File: src/rtl/ft245_bus_arbiter.sv
// ft245_bus_arbiter: FT2232H 245-synchronous FIFO bus sequencer/arbiter between TX and RX user streams.
// Define FT_SEND_IM_EN to enable FLUSH-driven SEND_IM (SI/WUA#) pulses.
module ft245_bus_arbiter #(
  parameter int TX_BURST_MAX = 64,
  parameter int RX_BURST_MAX = 64
) (
  input  logic       CLK_FTDI,
  input  logic       RST,
  input  logic       TX_FULL,
  input  logic       RX_EMPTY,
  input  logic [7:0] DATA_IN,
  output logic [7:0] DATA_OUT,
  output logic       DATA_OE,
  output logic       READ_N,
  output logic       WRITE_N,
  output logic       OUT_EN,
  output logic       SEND_IM,
  input  logic       TX_VALID,
  input  logic [7:0] TX_DATA,
  output logic       TX_READY,
  output logic       RX_VALID,
  output logic [7:0] RX_DATA,
  input  logic       RX_READY,
  input  logic       FLUSH
);
  localparam int BMAX = TX_BURST_MAX > RX_BURST_MAX ? TX_BURST_MAX : RX_BURST_MAX;
  localparam int BW = $clog2(BMAX + 1);
  localparam logic [BW-1:0] TX_LIM = BW'(TX_BURST_MAX);
  localparam logic [BW-1:0] RX_LIM = BW'(RX_BURST_MAX);
  localparam logic [BW-1:0] B_SAT = BW'(BMAX);

  typedef enum logic [2:0] {
    IDLE, TX, RX_TURN, RX, RX_EXIT
`ifdef FT_SEND_IM_EN
    , SI
`endif
  } state_e;

  state_e state_q, state_d;
  logic [BW-1:0] burst_q, burst_d;
  logic last_rx_q, last_rx_d;
  logic [1:0] cnt_q, cnt_d;
  logic [7:0] buf0_q, buf0_d, buf1_q, buf1_d;
  logic rx_space, rx_pend, tx_pend, push, pop, xfer, grant_rx, grant_tx;

  always_comb begin
    rx_space = (cnt_q < 2'd2) || RX_READY;
    rx_pend = !RX_EMPTY && rx_space;
    tx_pend = TX_VALID && !TX_FULL;
  end

`ifdef FT_SEND_IM_EN
  logic flush_pend_q, flush_pend_d;
  always_comb flush_pend_d = FLUSH || (flush_pend_q && state_q != SI);
  always_ff @(posedge CLK_FTDI) flush_pend_q <= RST ? 1'b0 : flush_pend_d;
`else
  logic unused_flush;
  assign unused_flush = FLUSH;
`endif

  // WRITE_N/READ_N follow the FIFO flags combinationally so a flag edge never loses or repeats a byte
  always_comb begin
    DATA_OE = state_q == TX;
    WRITE_N = !(state_q == TX && tx_pend);
    TX_READY = !WRITE_N;
    OUT_EN = !(state_q == RX_TURN || state_q == RX);
    READ_N = !(state_q == RX && rx_pend);
`ifdef FT_SEND_IM_EN
    SEND_IM = state_q != SI;
`else
    SEND_IM = 1'b1;
`endif
  end

  assign DATA_OUT = TX_DATA;
  assign RX_VALID = cnt_q != 2'd0;
  assign RX_DATA = buf0_q;

  always_comb begin
    push = !READ_N;
    pop = RX_READY && cnt_q != 2'd0;
    xfer = !WRITE_N || !READ_N;
    burst_d = (state_q == TX || state_q == RX) ? burst_q + BW'(xfer && burst_q != B_SAT) : '0;
  end

  // two-entry skid buffer: pop shifts the tail forward, push lands in the first free slot
  always_comb begin
    buf0_d = pop ? buf1_q : buf0_q;
    buf1_d = buf1_q;
    cnt_d = cnt_q - {1'b0, pop};
    if (push) begin
      buf0_d = cnt_d == 2'd0 ? DATA_IN : buf0_d;
      buf1_d = cnt_d == 2'd0 ? buf1_q : DATA_IN;
      cnt_d = cnt_d + 2'd1;
    end
  end

  // burst limits count the byte moving this cycle so a grant never exceeds its maximum
  always_comb begin
    grant_rx = rx_pend && (!tx_pend || !last_rx_q);
    grant_tx = tx_pend && !grant_rx;
    state_d = state_q;
    last_rx_d = last_rx_q;
    case (state_q)
      IDLE: begin
        state_d = grant_rx ? RX_TURN : grant_tx ? TX : IDLE;
        last_rx_d = grant_rx || (last_rx_q && !grant_tx);
`ifdef FT_SEND_IM_EN
        if (flush_pend_q && !TX_VALID && !TX_FULL) begin
          state_d = SI;
          last_rx_d = last_rx_q;
        end
`endif
      end
      TX:      state_d = (!tx_pend || (rx_pend && burst_d >= TX_LIM)) ? IDLE : TX;
      RX_TURN: state_d = RX;
      RX:      state_d = (RX_EMPTY || (tx_pend && (burst_d >= RX_LIM || (cnt_q == 2'd2 && !RX_READY)))) ? RX_EXIT : RX;
      default: state_d = IDLE;
    endcase
  end

  always_ff @(posedge CLK_FTDI) begin
    if (RST) begin
      state_q <= IDLE;
      burst_q <= '0;
      last_rx_q <= 1'b0;
      cnt_q <= 2'd0;
    end else begin
      state_q <= state_d;
      burst_q <= burst_d;
      last_rx_q <= last_rx_d;
      cnt_q <= cnt_d;
    end
    buf0_q <= buf0_d;
    buf1_q <= buf1_d;
  end
endmodule

File: config.mk
export PLATFORM = sky130hd
export DESIGN_NAME = ft245_bus_arbiter
export DESIGN_NICKNAME = d
export VERILOG_FILES = /design/src/rtl/ft245_bus_arbiter.sv
export SDC_FILE = /design/constraint.sdc
export NUM_CORES = 1
export LEC_CHECK = 0
export BUFFER_PORTS_ARGS = -buffer_cell sky130_fd_sc_hd__buf_4
export CORE_ASPECT_RATIO = 0.8
export CORE_MARGIN = 3
export CORE_UTILIZATION = 44
export CTS_CLUSTER_SIZE = 30
export DETAILED_ROUTE_END_ITERATION = 8
export PLACE_DENSITY = 0.74
export SYNTH_ARGS = -nofsm -noshare
export SYNTH_HDL_FRONTEND = slang
export SYNTH_SLANG_ARGS = --single-unit
File: constraint.sdc
create_clock -name CLK_FTDI -period 2.8 [get_ports CLK_FTDI]
set_input_delay 0.42 -clock CLK_FTDI [delete_from_list [all_inputs] [get_ports CLK_FTDI]]
set_output_delay 0.42 -clock CLK_FTDI [all_outputs]
set_load 0.1 [all_outputs]
Word level (Yosys, flattened, before mapping)
Index checks and enable logic that the tools add are counted.
{"block": "totals", "regBits": 29, "latch_bits": 0, "ram_bits": 0, "romBits": 0, "in_bits": 23, "out_inout_bits": 23, "elab_cells": 62, "mem_count": 0}
{"block": "classes", "addsub": 3, "n_mul": 0, "n_div": 0, "magnitude_cmp": 2, "eq_ne": 5, "shifts": 0, "muxes": 10, "bitwise_logic": 1, "n_reduce_logical": 35}
{"op": "8-bit 2-to-1 mux", "count": 3}
{"op": "1-bit logical AND", "count": 12}
{"op": "3-bit one-hot mux with 4 select lines", "count": 1}
{"op": "1-bit zero test", "count": 10}
{"op": "1-bit logical OR", "count": 9}
{"op": "7-bit by 1-bit adder with 7-bit output", "count": 1}
{"op": "7-bit >= comparator, second input constant", "count": 1}
{"op": "7-bit 2-to-1 mux", "count": 1}
{"op": "7-bit inequality test, second input constant", "count": 1}
{"op": "3-bit by 2-bit == test with 1-bit output, second input constant", "count": 2}
{"op": "2-bit 2-to-1 mux", "count": 2}
{"op": "3-bit by 1-bit == test with 1-bit output, second input constant", "count": 1}
{"op": "3-bit zero test", "count": 1}
{"op": "3-bit 2-to-1 mux", "count": 1}
{"op": "2-bit by 1-bit adder with 2-bit output, second input constant", "count": 1}
{"op": "2-bit == test, second input constant", "count": 1}
{"op": "2-bit zero test", "count": 1}
{"op": "2-bit less-than comparator, second input constant", "count": 1}
{"op": "1-bit 2-to-1 mux", "count": 2}
{"op": "2-bit AND reduction", "count": 1}
{"op": "2-bit nonzero test", "count": 1}
{"op": "2-bit by 1-bit subtractor with 2-bit output", "count": 1}
{"op": "1-bit NOT", "count": 1}

Logic depth before layout (Yosys ltp)
{"block": "depth", "ltp_word": 14, "depth_mapped": 12}

Worst setup path after synthesis
Ideal clock, no wire load.
{"block": "synth_timing", "path_type": "input-to-reg", "startpoint": "in TX_VALID", "endpoint": "reg state_q[0]", "setup_time_ns": 0.117, "arrival_time_ns": 3.172, "t_required_ns": 2.683, "slack_ns": -0.488, "path_stages": 10, "path_cell_list": "nor2b_1 -> nand3_1 -> a21oi_1 -> ha_1 -> ha_1 -> and3_1 -> nand3_1 -> xor2_1 -> or4_1 -> a22o_1"}
{"block": "synth_between", "elab_chain_len": 12}
{"element": "start, declared", "line_no": "18", "text": "input logic TX_VALID,"}
{"element": "1-bit logical AND *", "line_no": "49", "text": "tx_pend = TX_VALID && !TX_FULL;"}
{"element": "1-bit logical AND", "line_no": "64", "text": "WRITE_N = !(state_q == TX && tx_pend);"}
{"element": "1-bit logical OR", "line_no": "82", "text": "xfer = !WRITE_N || !READ_N;"}
{"element": "1-bit logical AND", "line_no": "83", "text": "burst_d = (state_q == TX || state_q == RX) ? burst_q + BW'(xfer && burst_q != B_SAT) : '0;"}
{"element": "7-bit by 1-bit adder with 7-bit output", "line_no": "83"}
{"element": "7-bit 2-to-1 mux", "line_no": "83"}
{"element": "7-bit >= comparator", "line_no": "115, 117"}
{"element": "1-bit logical OR", "line_no": "117", "text": "RX: state_d = (RX_EMPTY || (tx_pend && (burst_d >= RX_LIM || (cnt_q == 2'd2 && !RX_READY)))) ? RX_EXIT : RX;"}
{"element": "1-bit logical AND", "line_no": "117"}
{"element": "1-bit logical OR", "line_no": "117"}
{"element": "3-bit 2-to-1 mux", "line_no": "117"}
{"element": "3-bit one-hot mux with 4 select lines *", "line_no": "104", "text": "case (state_q)"}
{"element": "end signal, assigned", "line_no": "129", "text": "state_q <= state_d;"}
{"element": "end, declared", "line_no": "39", "text": "state_e state_q, state_d;"}
Mark *: on every way between the ends. The rest lies on a longest branch, timed or not.
A chain may end at the register's enable or synchronous reset.

Worst setup path after layout
{"block": "layout_timing", "startpoint": "reg cnt_q[1]", "endpoint": "reg state_q[0]"}
{"block": "layout_between", "elab_chain_len": 14}
{"element": "start, declared", "line_no": "42", "text": "logic [1:0] cnt_q, cnt_d;"}
{"element": "start signal, assigned", "line_no": "132", "text": "cnt_q <= cnt_d;"}
{"element": "2-bit less-than comparator", "line_no": "47", "text": "rx_space = (cnt_q < 2'd2) || RX_READY;"}
{"element": "1-bit logical OR", "line_no": "47"}
{"element": "1-bit logical AND", "line_no": "48", "text": "rx_pend = !RX_EMPTY && rx_space;"}
{"element": "1-bit logical AND", "line_no": "67", "text": "READ_N = !(state_q == RX && rx_pend);"}
{"element": "1-bit logical OR", "line_no": "82"}
{"element": "1-bit logical AND", "line_no": "83"}
{"element": "7-bit by 1-bit adder with 7-bit output", "line_no": "83"}
{"element": "7-bit 2-to-1 mux", "line_no": "83"}
{"element": "7-bit >= comparator", "line_no": "115, 117"}
{"element": "1-bit logical OR", "line_no": "117"}
{"element": "1-bit logical AND", "line_no": "117"}
{"element": "1-bit logical OR", "line_no": "117"}
{"element": "3-bit 2-to-1 mux", "line_no": "117"}
{"element": "3-bit one-hot mux with 4 select lines *", "line_no": "104"}
Marked as above.

==> run summary <==
The flow ran to the end, and the final reports show no timing, DRC or antenna violations. Power spread over the standard cell area amounts to 1078 nW/um^2. The post-synthesis sequential area ratio came out at 48.75%. The delay of the slowest cell on the worst path is 550 ps.

The die height is 55.64 um. The overall routed net length is 2734 um. The signed area change from the synthesized netlist to the final layout is 33.61%. The floorplan has 17 rows.

The fraction of met1 tracks used by global routing came out at 21.52%. Leaving out fill and tap cells, the most frequent cells in the layout are buf_4 (41), dfxtp_1 (18), nand2_1 (12), nor2_1 (11). The detailed router finished its first iteration with 31 violations. The summed instance area of the synthesized netlist came out at 1355 um^2.

The met2 track utilization from global routing came out at 23.90%. The met3 usage came out at 5.859%. The total number of nets in the final design came out at 195. Setup repair after global routing could not meet its margin everywhere. The first detailed-routing pass took 4 iterations. The post-synthesis net count is 159. The family of cells with the greatest summed delay on the critical path is simple AND/OR/NAND/NOR gates. The largest fanout on the critical path came out at 3. The share of flip-flops with an asynchronous set or reset after synthesis came out at 0%. The clock-pin slew on the worst setup and hold paths came out at 60 ps. Counting every sink on the clock net gives 29. The clock passes through at most 2 buffers. The congestion estimate from routability-driven global placement came to 0.7901. By startpoint and endpoint, the worst setup path is classified as reg2reg.

TritonCTS built the clock tree. The hold violation total from the final report came to 0. On the critical path, the stage with the largest delay is an instance of or4b_4. The total of max-cap violations is 0. The residual DRC count is 0. In the final timing run, aggregate negative setup slack is 0 ps. The pin count of the biggest net entering global routing is 17. The part of the cycle the worst path needs is 96.82%. The tightest min-delay check is of the in2reg type.

Buffers placed on the I/O ports in this run total 27. The post-route antenna net violation count came out at 0. STA puts the critical path data required time at 2960 ps. The count of unique library cells instantiated by Yosys came out at 38. The initial antenna violation count came out at 0. The number of pins exceeding their max-slew limit in the final report came to 0. Detailed placement finished with a half-perimeter wire length of 1970 um.

Once layout is done, the placed cells without fillers occupy 1810 um^2. The floorplan step set the die width to 68.05 um. Leaving out fill and tap cells, the most frequent cell in the layout is buf_4.

The count of boundary I/O pins is 46. The register bit count reported by yosys came out at 29. The count of flip-flops with a built-in enable after synthesis came out at 8. Dividing the synthesized area by the synthesized cell count gives 10.27 um^2. The total design power came out at 1952 uW. The fraction of layout cells with a size suffix above 1 is 40.83%.

STA classifies the critical path endpoint as a register. The initial core utilization came out at 47.54%. The category of the worst setup path launch point is a register. The number of endpoints failing setup at the final stage is 0. The overall via count from detail_route came out at 1023.

The wire length of the first global-routing pass is 4609 um. Yosys printed 0 warnings. The clock reaches the later pin of the worst-skew pair after 270 ps. The number of vias per cell after detailed routing is 4.942. The area enclosed by the die boundary is 3786 um^2. The H-tree generated during clock tree synthesis spans 2 levels. The number of buffers and inverters on the critical path came out at 0. In this run the standard cell core region covers 2850 um^2.

The utilization after layout is 63.52%. The critical path data arrival time is 2870 ps. The clock buffer count from CTS is 5. The maximum VDD drop came out at 0.6813 mV. The dominant synthesized flop cell is dfxtp_1.

The sequential cell area came out at 664.4 um^2. The final worst clock skew is 5.437 ps. The number of fill cells came out at 249. In the final routed layout, each cell accounts on average for 13.21 um. Based on the critical path, the design can be clocked at up to 368.9 MHz. Walking the worst path, the cells encountered are nor2b_4, or4b_4, a21oi_2, ha_2, ha_4, and3_4, nand3_4, xor2_4, or4_4, a22o_1. The library cell used as clock root buffer is clkbuf_8. The placement-stage cell area came out at 1600 um^2. The worst slack on hold paths is 329.5 ps. The cell count after synthesis came out at 132.

In the final layout, the multi-input gates occupy 685.7 um^2. In this run the most used layer during global routing was met2. The via count of the first global-routing pass is 1009. The remaining global-route overflow came out at 0. The overall global routing resource usage came out at 16.72%. The final period demand of the worst path is 2711 ps. The number of antenna diodes is 0.

The static leakage came out at 0.0007779 uW.
[final cells by class]
cell class	instances	share of cell area (%)
repair buffers	41	17.00
multi-input cells	87	37.87
clock buffers	8	4.976
well taps	38	2.626
flip-flops and latches	29	36.70
inverters	4	0.8293
[path summary, 6_finish.rpt]
kind	start	endpoint	slack, ps	cells past startpoint
setup reg to reg	cnt_q[1]$_SDFF_PP0_	state_q[0]$_SDFF_PP0_	90	10
hold / removal	DATA_IN[2]	buf1_q[2]$_DFFE_PP_	330	1
hold reg to reg	last_rx_q$_SDFFE_PP0N_	last_rx_q$_SDFFE_PP0N_	510	1
setup / recovery	cnt_q[1]$_SDFF_PP0_	state_q[0]$_SDFF_PP0_	90	10
[logic make-up after synthesis]
logic type | count (synthesis) | synth area share, %
flip-flops | 29 | 48.75
other | 1 | 0.2767
multiplexers | 8 | 5.910
AND/OR/NAND/NOR | 48 | 19.76
buffers and inverters | 16 | 8.032
AO/OA/AOI/OAI | 20 | 9.695
adder cells (fa/ha/maj) | 4 | 3.694
XOR/XNOR | 6 | 3.878
[per-layer routing]
metal,vias to the layer above,wire length [um],share of wire (%)
met4,0,57,2.1
li1,525,-,-
met1,472,1235,45
met3,6,151,5.5
met5,-,0,0
met2,20,1290,47
[sequential cells by signal (all words and copies together), names as in the netlist]
signal     cells
RX_DATA        8
buf1_q         8
burst_q        7
state_q        3
cnt_q          2
last_rx_q      1
[what timing repair did]
item,in CTS,in global routing
pin swaps,7,5
hold buffers,0,0
gates resized for setup,14,3
setup buffers,3,1
setup endpoints to repair,2,1
[cells in the mapped netlist, types with 3 or more instances]
library cell	n	area [um^2]
nor2_1	11	41.29
dfxtp_1	21	420.4
nand3_1	3	15.01
a21oi_1	3	15.01
inv_1	4	15.01
nor3_1	3	15.01
nand2_1	12	45.04
mux2i_1	8	80.08
o21ai_0	8	40.04
buf_4	9	67.56
ha_1	4	50.05
xnor2_1	4	35.03
edfxtp_1	8	240.2
[where the power goes]
part,switching (uW),internal (uW)
Clock,145,200
Sequential,41.3,517
Combinational,778,271
Total,964,989
[through the flow]
stage                     std cells  setup WS (ps)
after floorplan                 132         -46.55
after global placement          195         -19.22
after detailed placement        195         -53.66
after CTS                       206          19.75
after global routing            207         -4.753
final                           207          89.16
No activity file was read; power rests on OpenSTA's default activity.
